===== config.mk =====
export PLATFORM = sky130hd
export DESIGN_NAME = collatz_wb_ctrl_flat
export DESIGN_NICKNAME = d
export VERILOG_FILES = /design/src/rtl/collatz_pkg.sv /design/src/rtl/collatz_wb_ctrl_if.sv /design/src/rtl/collatz_wb_regif.sv /design/src/rtl/collatz_wb_ctrl.sv /design/src/flat_wrapper.sv
export SDC_FILE = /design/constraint.sdc
export NUM_CORES = 1
export LEC_CHECK = 0
export CAP_MARGIN = 20
export CORE_UTILIZATION = 40
export CTS_BUF_LIST = sky130_fd_sc_hd__clkbuf_4 sky130_fd_sc_hd__clkbuf_8 sky130_fd_sc_hd__clkbuf_16
export CTS_CLUSTER_DIAMETER = 40
export DETAILED_ROUTE_END_ITERATION = 16
export GPL_TIMING_DRIVEN = 0
export PLACE_DENSITY = 0.6
export REMOVE_ABC_BUFFERS = 1
export SETUP_SLACK_MARGIN = 0.5
export SLEW_MARGIN = 20
export SYNTH_ARGS = -nofsm -noshare
export SYNTH_HDL_FRONTEND = slang
export SYNTH_HIERARCHICAL = 1
export SYNTH_SLANG_ARGS = --single-unit

===== constraint.sdc =====
create_clock -name wb_clk_i -period 4.5 [get_ports wb_clk_i]
set_input_delay 0.9 -clock wb_clk_i [delete_from_list [all_inputs] [get_ports wb_clk_i]]
set_output_delay 0.9 -clock wb_clk_i [all_outputs]
set_load 0.005 [all_outputs]

===== src/rtl/collatz_pkg.sv =====
`default_nettype none
// ============================================================================
//  Module      : collatz_pkg
//  Description : Shared constants and types for the collatz Wishbone
//                front-end: register word offsets, CTRL/STATUS bit indices,
//                controller FSM encoding and the core seed width.
//  Revision    : 1.0  initial release
// ============================================================================
package collatz_pkg;

    localparam int SEED_W = 16;

    // Register word offsets (byte address bits [7:2])
    localparam logic [5:0] OFF_CTRL   = 6'h00;
    localparam logic [5:0] OFF_SEED   = 6'h01;
    localparam logic [5:0] OFF_STATUS = 6'h02;
    localparam logic [5:0] OFF_STEPS  = 6'h03;
    localparam logic [5:0] OFF_PEAK   = 6'h04;
    localparam logic [5:0] OFF_LAST   = 6'h05;

    // CTRL bit indices
    localparam int CTRL_START  = 0;
    localparam int CTRL_IRQ_EN = 1;
    localparam int CTRL_CLR    = 2;

    // STATUS bit indices
    localparam int SB_BUSY     = 0;
    localparam int SB_DONE     = 1;
    localparam int SB_ERR_SEED = 2;
    localparam int SB_ERR_BUSY = 3;
    localparam int SB_ERR_TMO  = 4;
    localparam int SB_STEP_SAT = 5;

    typedef enum logic [1:0] {
        S_IDLE   = 2'd0,
        S_LAUNCH = 2'd1,
        S_WAIT   = 2'd2,
        S_RUN    = 2'd3
    } state_t;

endpackage
`default_nettype wire


===== src/rtl/collatz_wb_ctrl_if.sv =====
`default_nettype none
// ============================================================================
//  Module      : collatz_wb_ctrl_if
//  Description : Wishbone-classic slave bus bundle for the collatz front-end.
//                Signal names are from the slave's point of view.
//  Ports       : wbs_stb_i, wbs_cyc_i, wbs_we_i, wbs_sel_i[3:0],
//                wbs_dat_i[31:0], wbs_adr_i[31:0]  (master -> slave)
//                wbs_ack_o, wbs_dat_o[31:0]        (slave -> master)
//  Revision    : 1.0  initial release
// ============================================================================
interface collatz_wb_ctrl_if;
    logic        wbs_stb_i;
    logic        wbs_cyc_i;
    logic        wbs_we_i;
    logic [3:0]  wbs_sel_i;
    logic [31:0] wbs_dat_i;
    logic [31:0] wbs_adr_i;
    logic        wbs_ack_o;
    logic [31:0] wbs_dat_o;

    modport master (
        output wbs_stb_i, wbs_cyc_i, wbs_we_i, wbs_sel_i, wbs_dat_i, wbs_adr_i,
        input  wbs_ack_o, wbs_dat_o
    );

    modport slave (
        input  wbs_stb_i, wbs_cyc_i, wbs_we_i, wbs_sel_i, wbs_dat_i, wbs_adr_i,
        output wbs_ack_o, wbs_dat_o
    );
endinterface
`default_nettype wire


===== src/rtl/collatz_wb_regif.sv =====
`default_nettype none
// ============================================================================
//  Module      : collatz_wb_regif
//  Description : Address decode, single-cycle registered ack and readback mux
//                for the collatz register block. Emits one-cycle write
//                strobes for CTRL and SEED; other writes are dropped.
//  Ports       : wb_clk_i, wb_rst_i (async, active-high), wbs (slave bus),
//                ctrl_wr_o/seed_wr_o write strobes, wr_dat_o/wr_sel_o write
//                payload, *_rd_i readback values from the controller.
//  Revision    : 1.0  initial release
// ============================================================================
module collatz_wb_regif
    import collatz_pkg::*;
#(
    parameter logic [31:0] BASE_ADDR = 32'h3000_0000
) (
    input  wire logic         wb_clk_i,
    input  wire logic         wb_rst_i,
    collatz_wb_ctrl_if.slave  wbs,
    output logic              ctrl_wr_o,
    output logic              seed_wr_o,
    output logic [31:0]       wr_dat_o,
    output logic [3:0]        wr_sel_o,
    input  wire logic [31:0]  ctrl_rd_i,
    input  wire logic [31:0]  seed_rd_i,
    input  wire logic [31:0]  status_rd_i,
    input  wire logic [31:0]  steps_rd_i,
    input  wire logic [31:0]  peak_rd_i,
    input  wire logic [31:0]  last_rd_i
);

    logic        w_hit;
    logic        w_acc;
    logic [5:0]  w_off;
    logic [31:0] w_rdata;
    logic        ack_q;
    logic [31:0] dat_q;
    logic        w_unused_ok;

    assign w_hit = wbs.wbs_stb_i & wbs.wbs_cyc_i &
                   (wbs.wbs_adr_i[31:8] == BASE_ADDR[31:8]);
    // An access is taken only when ack is low, so the cycle after an ack
    // never re-accepts the still-asserted strobe.
    assign w_acc = w_hit & ~ack_q;
    assign w_off = wbs.wbs_adr_i[7:2];

    assign ctrl_wr_o = w_acc & wbs.wbs_we_i & (w_off == OFF_CTRL);
    assign seed_wr_o = w_acc & wbs.wbs_we_i & (w_off == OFF_SEED);
    assign wr_dat_o  = wbs.wbs_dat_i;
    assign wr_sel_o  = wbs.wbs_sel_i;

    always_comb begin
        w_rdata = '0;
        case (w_off)
            OFF_CTRL:   w_rdata = ctrl_rd_i;
            OFF_SEED:   w_rdata = seed_rd_i;
            OFF_STATUS: w_rdata = status_rd_i;
            OFF_STEPS:  w_rdata = steps_rd_i;
            OFF_PEAK:   w_rdata = peak_rd_i;
            OFF_LAST:   w_rdata = last_rd_i;
            default:    w_rdata = '0;
        endcase
    end

    // Read data is registered alongside ack and is zero whenever ack is low.
    always_ff @(posedge wb_clk_i or posedge wb_rst_i) begin
        if (wb_rst_i) begin
            ack_q <= 1'b0;
            dat_q <= '0;
        end else begin
            ack_q <= w_acc;
            dat_q <= (w_acc & ~wbs.wbs_we_i) ? w_rdata : '0;
        end
    end

    assign wbs.wbs_ack_o = ack_q;
    assign wbs.wbs_dat_o = dat_q;

    assign w_unused_ok = ^wbs.wbs_adr_i[1:0];

endmodule
`default_nettype wire


===== src/rtl/collatz_wb_ctrl.sv =====
`default_nettype none
// ============================================================================
//  Module      : collatz_wb_ctrl
//  Description : Wishbone-classic front-end for the collatz core. Latches the
//                seed, issues a one-cycle start pulse, then tracks core busy
//                and value to record step count, peak and final value.
//  Ports       : wb_clk_i, wb_rst_i (async, active-high), wbs (slave bus),
//                core_co[15:0] seed out, core_st start pulse, core_x[15:0]
//                core value in, core_bs core busy in, irq done interrupt.
//  Options     : COLLATZ_IRQ_EN - when defined, CTRL bit1 (IRQ_EN) is a
//                real register and irq = DONE & IRQ_EN; otherwise irq = 0.
//  Revision    : 1.0  initial release
// ============================================================================
module collatz_wb_ctrl
    import collatz_pkg::*;
#(
    parameter logic [31:0] BASE_ADDR    = 32'h3000_0000,
    parameter int          STEP_W       = 24,
    parameter int          WAIT_TIMEOUT = 8
) (
    input  wire logic              wb_clk_i,
    input  wire logic              wb_rst_i,
    collatz_wb_ctrl_if.slave       wbs,
    output logic [SEED_W-1:0]      core_co,
    output logic                   core_st,
    input  wire logic [SEED_W-1:0] core_x,
    input  wire logic              core_bs,
    output logic                   irq
);

    localparam int TMO_W = (WAIT_TIMEOUT > 1) ? $clog2(WAIT_TIMEOUT) : 1;
    localparam logic [TMO_W-1:0] C_TMO_LAST = TMO_W'(WAIT_TIMEOUT - 1);

    state_t              state_q, state_d;
    logic [SEED_W-1:0]   seed_q, seed_d;
    logic [SEED_W-1:0]   co_q, co_d;
    logic [TMO_W-1:0]    tmo_q, tmo_d;
    logic [STEP_W-1:0]   steps_q, steps_d;
    logic [SEED_W-1:0]   peak_q, peak_d;
    logic [SEED_W-1:0]   last_q, last_d;
    logic                done_q, done_d;
    logic                err_seed_q, err_seed_d;
    logic                err_busy_q, err_busy_d;
    logic                err_tmo_q, err_tmo_d;
    logic                sat_q, sat_d;

    logic                w_ctrl_wr;
    logic                w_seed_wr;
    logic [31:0]         w_wr_dat;
    logic [3:0]          w_wr_sel;
    logic                w_start;
    logic                w_clr;
    logic                w_count;
    logic                w_irq_en;
    logic [31:0]         w_status;
    logic                w_unused_ok;

    collatz_wb_regif #(
        .BASE_ADDR (BASE_ADDR)
    ) u_regif (
        .wb_clk_i    (wb_clk_i),
        .wb_rst_i    (wb_rst_i),
        .wbs         (wbs),
        .ctrl_wr_o   (w_ctrl_wr),
        .seed_wr_o   (w_seed_wr),
        .wr_dat_o    (w_wr_dat),
        .wr_sel_o    (w_wr_sel),
        .ctrl_rd_i   ({30'd0, w_irq_en, 1'b0}),
        .seed_rd_i   (32'(seed_q)),
        .status_rd_i (w_status),
        .steps_rd_i  (32'(steps_q)),
        .peak_rd_i   (32'(peak_q)),
        .last_rd_i   (32'(last_q))
    );

    assign w_start = w_ctrl_wr & w_wr_sel[0] & w_wr_dat[CTRL_START];
    assign w_clr   = w_ctrl_wr & w_wr_sel[0] & w_wr_dat[CTRL_CLR];
    // The cycle that moves WAIT->RUN already has the core busy, so it is
    // counted as the first step of the run.
    assign w_count = core_bs & ((state_q == S_WAIT) | (state_q == S_RUN));

    always_comb begin
        w_status              = '0;
        w_status[SB_BUSY]     = (state_q != S_IDLE);
        w_status[SB_DONE]     = done_q;
        w_status[SB_ERR_SEED] = err_seed_q;
        w_status[SB_ERR_BUSY] = err_busy_q;
        w_status[SB_ERR_TMO]  = err_tmo_q;
        w_status[SB_STEP_SAT] = sat_q;
    end

    always_ff @(posedge wb_clk_i or posedge wb_rst_i) begin
        if (wb_rst_i) begin
            state_q    <= S_IDLE;
            seed_q     <= '0;
            co_q       <= '0;
            tmo_q      <= '0;
            steps_q    <= '0;
            peak_q     <= '0;
            last_q     <= '0;
            done_q     <= 1'b0;
            err_seed_q <= 1'b0;
            err_busy_q <= 1'b0;
            err_tmo_q  <= 1'b0;
            sat_q      <= 1'b0;
        end else begin
            state_q    <= state_d;
            seed_q     <= seed_d;
            co_q       <= co_d;
            tmo_q      <= tmo_d;
            steps_q    <= steps_d;
            peak_q     <= peak_d;
            last_q     <= last_d;
            done_q     <= done_d;
            err_seed_q <= err_seed_d;
            err_busy_q <= err_busy_d;
            err_tmo_q  <= err_tmo_d;
            sat_q      <= sat_d;
        end
    end

    // Ordering inside this block matters: CLR is applied first so that any
    // flag set later in the same cycle (START error, completion) wins.
    always_comb begin
        state_d    = state_q;
        seed_d     = seed_q;
        co_d       = co_q;
        tmo_d      = tmo_q;
        steps_d    = steps_q;
        peak_d     = peak_q;
        last_d     = last_q;
        done_d     = done_q;
        err_seed_d = err_seed_q;
        err_busy_d = err_busy_q;
        err_tmo_d  = err_tmo_q;
        sat_d      = sat_q;

        if (w_seed_wr) begin
            if (w_wr_sel[0]) seed_d[7:0]  = w_wr_dat[7:0];
            if (w_wr_sel[1]) seed_d[15:8] = w_wr_dat[15:8];
        end

        if (w_clr) begin
            done_d     = 1'b0;
            err_seed_d = 1'b0;
            err_busy_d = 1'b0;
            err_tmo_d  = 1'b0;
        end

        if (w_start && (state_q != S_IDLE)) begin
            err_busy_d = 1'b1;
        end

        if (w_count) begin
            if (&steps_q) begin
                sat_d = 1'b1;
            end else begin
                steps_d = steps_q + 1'b1;
            end
            if (core_x > peak_q) begin
                peak_d = core_x;
            end
        end

        case (state_q)
            S_IDLE: begin
                if (w_start) begin
                    if (seed_q == '0) begin
                        err_seed_d = 1'b1;
                    end else begin
                        state_d = S_LAUNCH;
                        co_d    = seed_q;
                        peak_d  = seed_q;
                        steps_d = '0;
                        done_d  = 1'b0;
                        sat_d   = 1'b0;
                    end
                end
            end
            S_LAUNCH: begin
                state_d = S_WAIT;
                tmo_d   = '0;
            end
            S_WAIT: begin
                if (core_bs) begin
                    state_d = S_RUN;
                end else if (tmo_q == C_TMO_LAST) begin
                    err_tmo_d = 1'b1;
                    state_d   = S_IDLE;
                end else begin
                    tmo_d = tmo_q + 1'b1;
                end
            end
            S_RUN: begin
                if (!core_bs) begin
                    last_d  = core_x;
                    done_d  = 1'b1;
                    state_d = S_IDLE;
                end
            end
            default: state_d = S_IDLE;
        endcase
    end

    assign core_co = co_q;
    assign core_st = (state_q == S_LAUNCH);

`ifdef COLLATZ_IRQ_EN
    logic irq_en_q;

    always_ff @(posedge wb_clk_i or posedge wb_rst_i) begin
        if (wb_rst_i) begin
            irq_en_q <= 1'b0;
        end else if (w_ctrl_wr && w_wr_sel[0]) begin
            irq_en_q <= w_wr_dat[CTRL_IRQ_EN];
        end
    end

    assign w_irq_en = irq_en_q;
    assign irq      = done_q & irq_en_q;
`else
    assign w_irq_en = 1'b0;
    assign irq      = 1'b0;
`endif

    assign w_unused_ok = ^{w_wr_dat[31:16], w_wr_sel[3:2]};

endmodule
`default_nettype wire


===== src/flat_wrapper.sv =====
// flat-port wrapper written by rule: the top's interface ports become plain ports
module collatz_wb_ctrl_flat import collatz_pkg::*;
#(
    parameter logic [31:0] BASE_ADDR    = 32'h3000_0000,
    parameter int          STEP_W       = 24,
    parameter int          WAIT_TIMEOUT = 8
)
  (wb_clk_i, wb_rst_i, core_co, core_st, core_x, core_bs, irq, wbs_wbs_stb_i, wbs_wbs_cyc_i, wbs_wbs_we_i, wbs_wbs_sel_i, wbs_wbs_dat_i, wbs_wbs_adr_i, wbs_wbs_ack_o, wbs_wbs_dat_o);
  collatz_wb_ctrl_if wbs_i ();
  input  wire logic wb_clk_i;
  input  wire logic wb_rst_i;
  output logic [SEED_W-1:0] core_co;
  output logic core_st;
  input  wire logic [SEED_W-1:0] core_x;
  input  wire logic core_bs;
  output logic irq;
  input wire logic [$bits(wbs_i.wbs_stb_i)-1:0] wbs_wbs_stb_i;
  input wire logic [$bits(wbs_i.wbs_cyc_i)-1:0] wbs_wbs_cyc_i;
  input wire logic [$bits(wbs_i.wbs_we_i)-1:0] wbs_wbs_we_i;
  input wire logic [$bits(wbs_i.wbs_sel_i)-1:0] wbs_wbs_sel_i;
  input wire logic [$bits(wbs_i.wbs_dat_i)-1:0] wbs_wbs_dat_i;
  input wire logic [$bits(wbs_i.wbs_adr_i)-1:0] wbs_wbs_adr_i;
  output wire logic [$bits(wbs_i.wbs_ack_o)-1:0] wbs_wbs_ack_o;
  output wire logic [$bits(wbs_i.wbs_dat_o)-1:0] wbs_wbs_dat_o;
  assign wbs_i.wbs_stb_i = wbs_wbs_stb_i;
  assign wbs_i.wbs_cyc_i = wbs_wbs_cyc_i;
  assign wbs_i.wbs_we_i = wbs_wbs_we_i;
  assign wbs_i.wbs_sel_i = wbs_wbs_sel_i;
  assign wbs_i.wbs_dat_i = wbs_wbs_dat_i;
  assign wbs_i.wbs_adr_i = wbs_wbs_adr_i;
  assign wbs_wbs_ack_o = wbs_i.wbs_ack_o;
  assign wbs_wbs_dat_o = wbs_i.wbs_dat_o;
  collatz_wb_ctrl #(.BASE_ADDR(BASE_ADDR), .STEP_W(STEP_W), .WAIT_TIMEOUT(WAIT_TIMEOUT)) u_core (.wb_clk_i(wb_clk_i), .wb_rst_i(wb_rst_i), .wbs(wbs_i), .core_co(core_co), .core_st(core_st), .core_x(core_x), .core_bs(core_bs), .irq(irq));
endmodule

==> results of run 1 <==
cells in the final DEF (no fill, tap or decap), types with 5 or more instances in the layout:
master and n:
a22oi_1 5, o21ai_0 23, nor4_1 11, mux2_2 84, xnor2_1 6, and3_1 6, a21oi_1 36, nand3_1 13
mux2i_1 26, nand2_1 78, clkbuf_16 17, nor2_1 74, nand4_1 8, or3_1 6, conb_1 115, and2_1 6
a222oi_1 24, clkdlybuf4s50_1 117, nor3_1 5, dfrtp_1 131, inv_1 27, ha_1 23, xor2_1 12, a22o_1 24
metal layers:
layer  GRT usage  vias to the layer above
li1            -                     2926
met1       0.268                     2926
met2       0.350                      169
met3      0.0379                       20
met4      0.0713                        0
met5           0                        -
registers in the layout (all words and copies together) (netlist names):
register	cells
u_core/err_seed_q	1
u_core/core_co	16
u_core/done_q	1
u_core/seed_q	16
u_core/u_regif/wbs.wbs_ack_o	1
u_core/peak_q	16
u_core/last_q	16
u_core/steps_q	24
u_core/sat_q	1
u_core/err_tmo_q	1
u_core/u_regif/wbs.wbs_dat_o	32
u_core/tmo_q	3
u_core/state_q	2
u_core/err_busy_q	1
power groups by stage:
stage | Sequential, mW | Clock [mW] | Combinational [mW]
finish | 1.49 | 1.38 | 0.893
global route | 1.51 | 1.45 | 1.02
CTS | 1.49 | 1.41 | 0.896
global placement | 1.50 | 0 | 0.868
detailed placement | 1.51 | 0 | 0.890
floorplan | 1.47 | 0 | 0.635
through the flow:
stage          hold slack (ns)  cells
2_1_floorplan            0.444    789
3_3_place_gp             0.461   1137
3_5_place_dp             0.461   1144
4_1_cts                  0.476   1174
5_1_grt                  0.495   1174
6_report                 0.472   1174
layout make-up:
cell class / count / area, um^2 / area share
clock buffer: 19 / 453 / 0.0460
clock inverter: 11 / 130 / 0.0132
inverter: 29 / 114 / 0.0116
multi-input combinational: 629 / 4270 / 0.433
sequential: 131 / 3280 / 0.333
tap: 229 / 287 / 0.0291
timing repair buffer: 126 / 1330 / 0.135
critical path: cells and delay by family:
kind | cells | cell delay [ns]
AOI/OAI and AO/OA | 1 | 0.06
and+or+nand+nor | 5 | 2.27
buffers and inverters | 3 | 0.85
worst paths after layout:
path,start,slack (ns),end,depth (start not counted)
max,wbs_wbs_adr_i[7],0.73,u_core/steps_q[17]$_DFF_PP0_,9
min,u_core/core_co[13]$_DFFE_PP0P_,0.47,u_core/core_co[13]$_DFFE_PP0P_,2
max reg2reg,u_core/u_regif/wbs.wbs_ack_o$_DFF_PP0_,1.67,u_core/steps_q[17]$_DFF_PP0_,9
min reg2reg,u_core/core_co[13]$_DFFE_PP0P_,0.47,u_core/core_co[13]$_DFFE_PP0P_,2
max in group asynchronous,wb_rst_i,2.96,u_core/core_co[13]$_DFFE_PP0P_,3
min in group asynchronous,wb_rst_i,0.87,u_core/steps_q[23]$_DFF_PP0_,2
what timing repair did:
item                                    CTS  global route
endpoints found under the hold margin     0             0
setup buffers                             0             0
gates resized for setup                   1             0
endpoints found under the setup margin   12             0
==> flow_metrics.env, run 1 <==
export IMPL_crit_chain="clkdlybuf4s50_1 -> or3_1 -> nor4_4 -> buf_6 -> and3_1 -> and3_1 -> and3_2 -> buf_16 -> a21oi_1"
export IMPL_syn_avg_cell_area_um2=10.2
export IMPL_grt_setup_unrepaired="no"
export IMPL_cp_end_kind="flop"
export IMPL_placedInstanceArea_um2=9260
export IMPL_cp_arrival_ns=4.07
export IMPL_worst_slack_ns=0.727
export IMPL_clockRootBuffer="clkbuf_16"
export IMPL_core_area_um2=18200
export IMPL_hold_class="reg2reg"
export IMPL_fin_crit_sh=0.838
export IMPL_design_area_um2=9860
export IMPL_crit_path_max_fanout=24
export IMPL_pwr_share_clk=0.367
export IMPL_fmax_mhz=265
export IMPL_fin_crit_ns=3.77
export IMPL_relSlewSlack=0.379
export IMPL_violations="design-rule violations"
export IMPL_combPwrFrac=0.237
export IMPL_finalPower_mw=3.76
export IMPL_numPortBuffers=119
export IMPL_final_util=0.541
export IMPL_slowest_stage="or3_1"
export IMPL_cap_violations=0
export IMPL_power_switching_mw=1.10
export IMPL_maxSlewViolCount=0
export IMPL_wl_met2_um=9390
export IMPL_tightest_slew_ns=0.930
export IMPL_critPathMaxStageDelay_ns=0.59
export IMPL_wl_met1_um=8370
export IMPL_cts_buffer_depth=2
export IMPL_power_density_nw_per_um2=382
export IMPL_pwr_share_seq=0.396
export IMPL_status="finished, violations left"
export IMPL_drtAntennaViolNets=0
export IMPL_crit_required_ns=4.80
export IMPL_worst_path_most_repeated_cell="and3_1"
export IMPL_setup_viol_count_final=0
export IMPL_std_cell_rows=49
export IMPL_overflow=0
export IMPL_switching_share=0.293
export IMPL_ir_drop_mv=0.276
export IMPL_startpoint_type="primary input"
export IMPL_initial_core_util=0.414
export IMPL_numClockSinks=131
export IMPL_highest_layer="met4"
export IMPL_fin_worst_skew_ns=0.0127
export IMPL_diodes=0
export IMPL_remaining_drc_errors=6
export IMPL_drt_initial_drc_count=455
export IMPL_drt_wl_total_um=19100
export IMPL_tritoncts="built"
export IMPL_antenna_found_initial=0
export IMPL_clkTransAtPathRegs_ns=0.06
export IMPL_pre_cts_ws_ns=0.0113
export IMPL_internal_power_mw=2.66
export IMPL_yosysWarnings=6
export IMPL_vias=6041
export IMPL_die_h_um=139
export IMPL_insertion_delay_ns=0.43
export IMPL_area_growth_pct=30.9
export IMPL_tns_ns=0
export IMPL_die_w_um=139
export IMPL_synthCells=735
export IMPL_io_pins=141
export IMPL_via_per_inst=5.15
export IMPL_worst_setup_path_type="in2reg"
export IMPL_grt_max_degree=77
export IMPL_firstDrtPassIters=13
export IMPL_grt_pass1_wl_um=31300
export IMPL_detail_route_wl_per_cell_um=16.2
export IMPL_dp_hpwl_um=13200
export IMPL_htree_levels=4
export IMPL_grt_usage=0.208
export IMPL_drive_above_1_share=0.157
export IMPL_mappedNetlistArea_um2=7530
export IMPL_wl_met3_um=989
export IMPL_first_global_vias=5955
export IMPL_ctsHoldBuffers=0
export IMPL_cts_buffers=17
export IMPL_fin_nets=1047
export IMPL_final_hold_viol_count=0
export IMPL_fill_cells=1666
export IMPL_die_area_um2=19400
export IMPL_p_leak_nw=4.50
export IMPL_gp_congestion=0.800
No activity file was read; power rests on OpenSTA's default activity.
==> run 2, diff against run 1 <==
- clock period: 4.5 -> 3.65 ns (I/O delays scaled with it)
==> run 2 against run 1 <==
  * First-iteration DRC count fell by 1.5%
  * Register-to-register slack got worse by 0.66 ns
  * Via count rose by 1.1%
  * Sequential share of layout area fell by 0.31 points
  * Critical path type unchanged
  * Count of clock-buffer cells in the layout did not move
  * Utilization rose by 0.52 points
  * Worst hold slack got worse by 0.00052 ns
  * Non-clock buffer count rose by 5
  * Largest cell class unchanged
  * The flow still finishes with violations (design-rule violations)
  * Sequential power rose by 23%
  * Largest power group unchanged
  * Total power rose by 24%
  * Combinational power rose by 25%
  * Clock skew fell by 0.0027 ns
==> flow_metrics.env, run 2 (same netlist as run 1, synthesis figures left out) <==
export IMPL_setup_viol_count_final=0
export IMPL_clkTransAtPathRegs_ns=0.06
export IMPL_numClockSinks=131
export IMPL_worst_path_most_repeated_cell="a21oi_1"
export IMPL_fin_nets=1053
export IMPL_htree_levels=4
export IMPL_cp_depth=9
export IMPL_ctsHoldBuffers=0
export IMPL_violations="design-rule violations"
export IMPL_critPathMaxStageDelay_ns=0.77
export IMPL_pre_cts_ws_ns=-0.669
export IMPL_grt_pass1_wl_um=31900
export IMPL_die_h_um=139
export IMPL_worst_slack_ns=0.594
export IMPL_fin_worst_skew_ns=0.00998
export IMPL_detail_route_wl_per_cell_um=16.5
export IMPL_slowest_stage="clkdlybuf4s50_1"
export IMPL_vias=6110
export IMPL_layout_common_cells="131 x dfrtp_1, 117 x clkdlybuf4s50_1, 115 x conb_1, 84 x mux2_2, 78 x nand2_1"
export IMPL_status="finished, violations left"
export IMPL_critPathTopFamily="simple AND/OR/NAND/NOR gates"
export IMPL_firstDrtPassIters=11
export IMPL_largest_reg_flops=32
export IMPL_r2r_start="u_core/peak_q[15]$_DFF_PP0_"
export IMPL_tritoncts="built"
export IMPL_cts_buffers=17
export IMPL_die_w_um=139
export IMPL_cp_end_kind="flop"
export IMPL_initial_core_util=0.414
export IMPL_placedInstanceArea_um2=9260
export IMPL_hold_class="reg2reg"
export IMPL_cp_arrival_ns=3.35
export IMPL_die_area_um2=19400
export IMPL_area_growth_pct=32.1
export IMPL_cts_buffer_depth=2
export IMPL_grt_usage=0.212
export IMPL_gp_congestion=0.800
export IMPL_tightest_slew_ns=0.893
export IMPL_power_density_nw_per_um2=468
export IMPL_core_area_um2=18200
export IMPL_std_cell_rows=49
export IMPL_worst_path_buf_inv=2
export IMPL_cp_startpoint="wbs_wbs_adr_i[3]"
export IMPL_cap_violations=0
export IMPL_first_global_vias=5986
export IMPL_diodes=0
export IMPL_crit_path_max_fanout=15
export IMPL_r2r_setup_slack_ns=1.01
export IMPL_fin_crit_ns=3.06
export IMPL_design_area_um2=9950
export IMPL_final_common_cell="dfrtp_1"
export IMPL_fin_crit_sh=0.837
export IMPL_fmax_mhz=327
export IMPL_drive_above_1_share=0.167
export IMPL_overflow=0
export IMPL_crit_chain="clkdlybuf4s50_1 -> nor4_4 -> buf_6 -> and3_2 -> and3_4 -> a21oi_1 -> a211o_1 -> a21oi_1 -> o22ai_1"
export IMPL_numPortBuffers=119
export IMPL_area_sequential_um2=3280
export IMPL_worst_setup_path_type="in2reg"
export IMPL_drtAntennaViolNets=0
export IMPL_fill_cells=1662
export IMPL_relSlewSlack=0.403
export IMPL_via_per_inst=5.18
export IMPL_io_pins=141
export IMPL_reg2reg_depth=8
export IMPL_antenna_found_initial=0
export IMPL_multi_input_area_um2=4310
export IMPL_p_leak_nw=4.53
export IMPL_final_hold_viol_count=0
export IMPL_maxSlewViolCount=0
export IMPL_remaining_drc_errors=6
export IMPL_clockRootBuffer="clkbuf_16"
export IMPL_insertion_delay_ns=0.42
export IMPL_crit_required_ns=3.95
export IMPL_r2r_end="u_core/peak_q[3]$_DFF_PP0_"
export IMPL_drt_wl_total_um=19400
export IMPL_startpoint_type="primary input"
export IMPL_dp_hpwl_um=13200
export IMPL_ir_drop_mv=0.341
export IMPL_endpoint="u_core/state_q[1]$_DFFE_PP0P_"
export IMPL_drt_initial_drc_count=448
export IMPL_grt_max_degree=77
export IMPL_grt_setup_unrepaired="yes"
==> run 2: area by class of cell <==
type                    instances  area share
repair buffers                131       0.139
flip-flops and latches        131       0.329
clock inverters                11      0.0131
well taps                     229      0.0288
clock buffers                  19      0.0455
inverters                      29      0.0114
multi-input cells             630       0.433
==> run 2: through the flow <==
step | hold slack, ns | utilization | setup TNS, ns | instances | total power, mW
finish | 0.472 | 0.546 | 0 | 1180 | 4.66
global route | 0.495 | 0.546 | 0 | 1180 | 4.93
CTS | 0.476 | 0.545 | 0 | 1180 | 4.68
detailed placement | 0.461 | 0.509 | -26.23 | 1144 | 2.96
global placement | 0.461 | 0.499 | -431.80 | 1137 | 2.92
floorplan | 0.444 | - | -0.975 | 789 | 2.59
==> run 2: worst min-delay path by stage <==
| stage | from | end | slack [ns] | depth (start not counted) |
|---|---|---|---|---|
| 4_1_cts | u_core/core_co[13]$_DFFE_PP0P_ | u_core/core_co[13]$_DFFE_PP0P_ | 0.48 | 2 |
| 6_report | u_core/core_co[13]$_DFFE_PP0P_ | u_core/core_co[13]$_DFFE_PP0P_ | 0.47 | 2 |
| 5_1_grt | u_core/core_co[9]$_DFFE_PP0P_ | u_core/core_co[9]$_DFFE_PP0P_ | 0.49 | 2 |
| 3_3_place_gp | u_core/core_co[0]$_DFFE_PP0P_ | u_core/core_co[0]$_DFFE_PP0P_ | 0.46 | 2 |
| 2_1_floorplan | u_core/last_q[0]$_DFFE_PP0P_ | u_core/last_q[0]$_DFFE_PP0P_ | 0.44 | 2 |
| 3_5_place_dp | u_core/core_co[4]$_DFFE_PP0P_ | u_core/core_co[4]$_DFFE_PP0P_ | 0.46 | 2 |
==> run 2: worst min-delay path: cells and delay by family, from the launching register on <==
family	cells	cell delay (ns)
AND/OR/NAND/NOR	2	0.11
flip-flops	1	0.34
==> run 2: repair_timing <==
action	in CTS	in global routing
cloned	1	0
buffers inserted	5	0
gates resized for setup	6	4
endpoints found under the hold margin	0	0
pin swaps	1	0
endpoints found under the setup margin	75	41
==> run 2: power by group <==
group          internal [mW]  switching (mW)
Combinational          0.565           0.552
Clock                   1.04           0.664
Sequential              1.68           0.160
Total                   3.28            1.38
==> run 2: per-layer routing <==
layer	GRT usage	vias up	wire length [um]
li1	-	2941	-
met1	0.275	2984	8730
met2	0.358	162	9470
met3	0.0375	23	887
met4	0.0684	0	340
met5	0	-	0
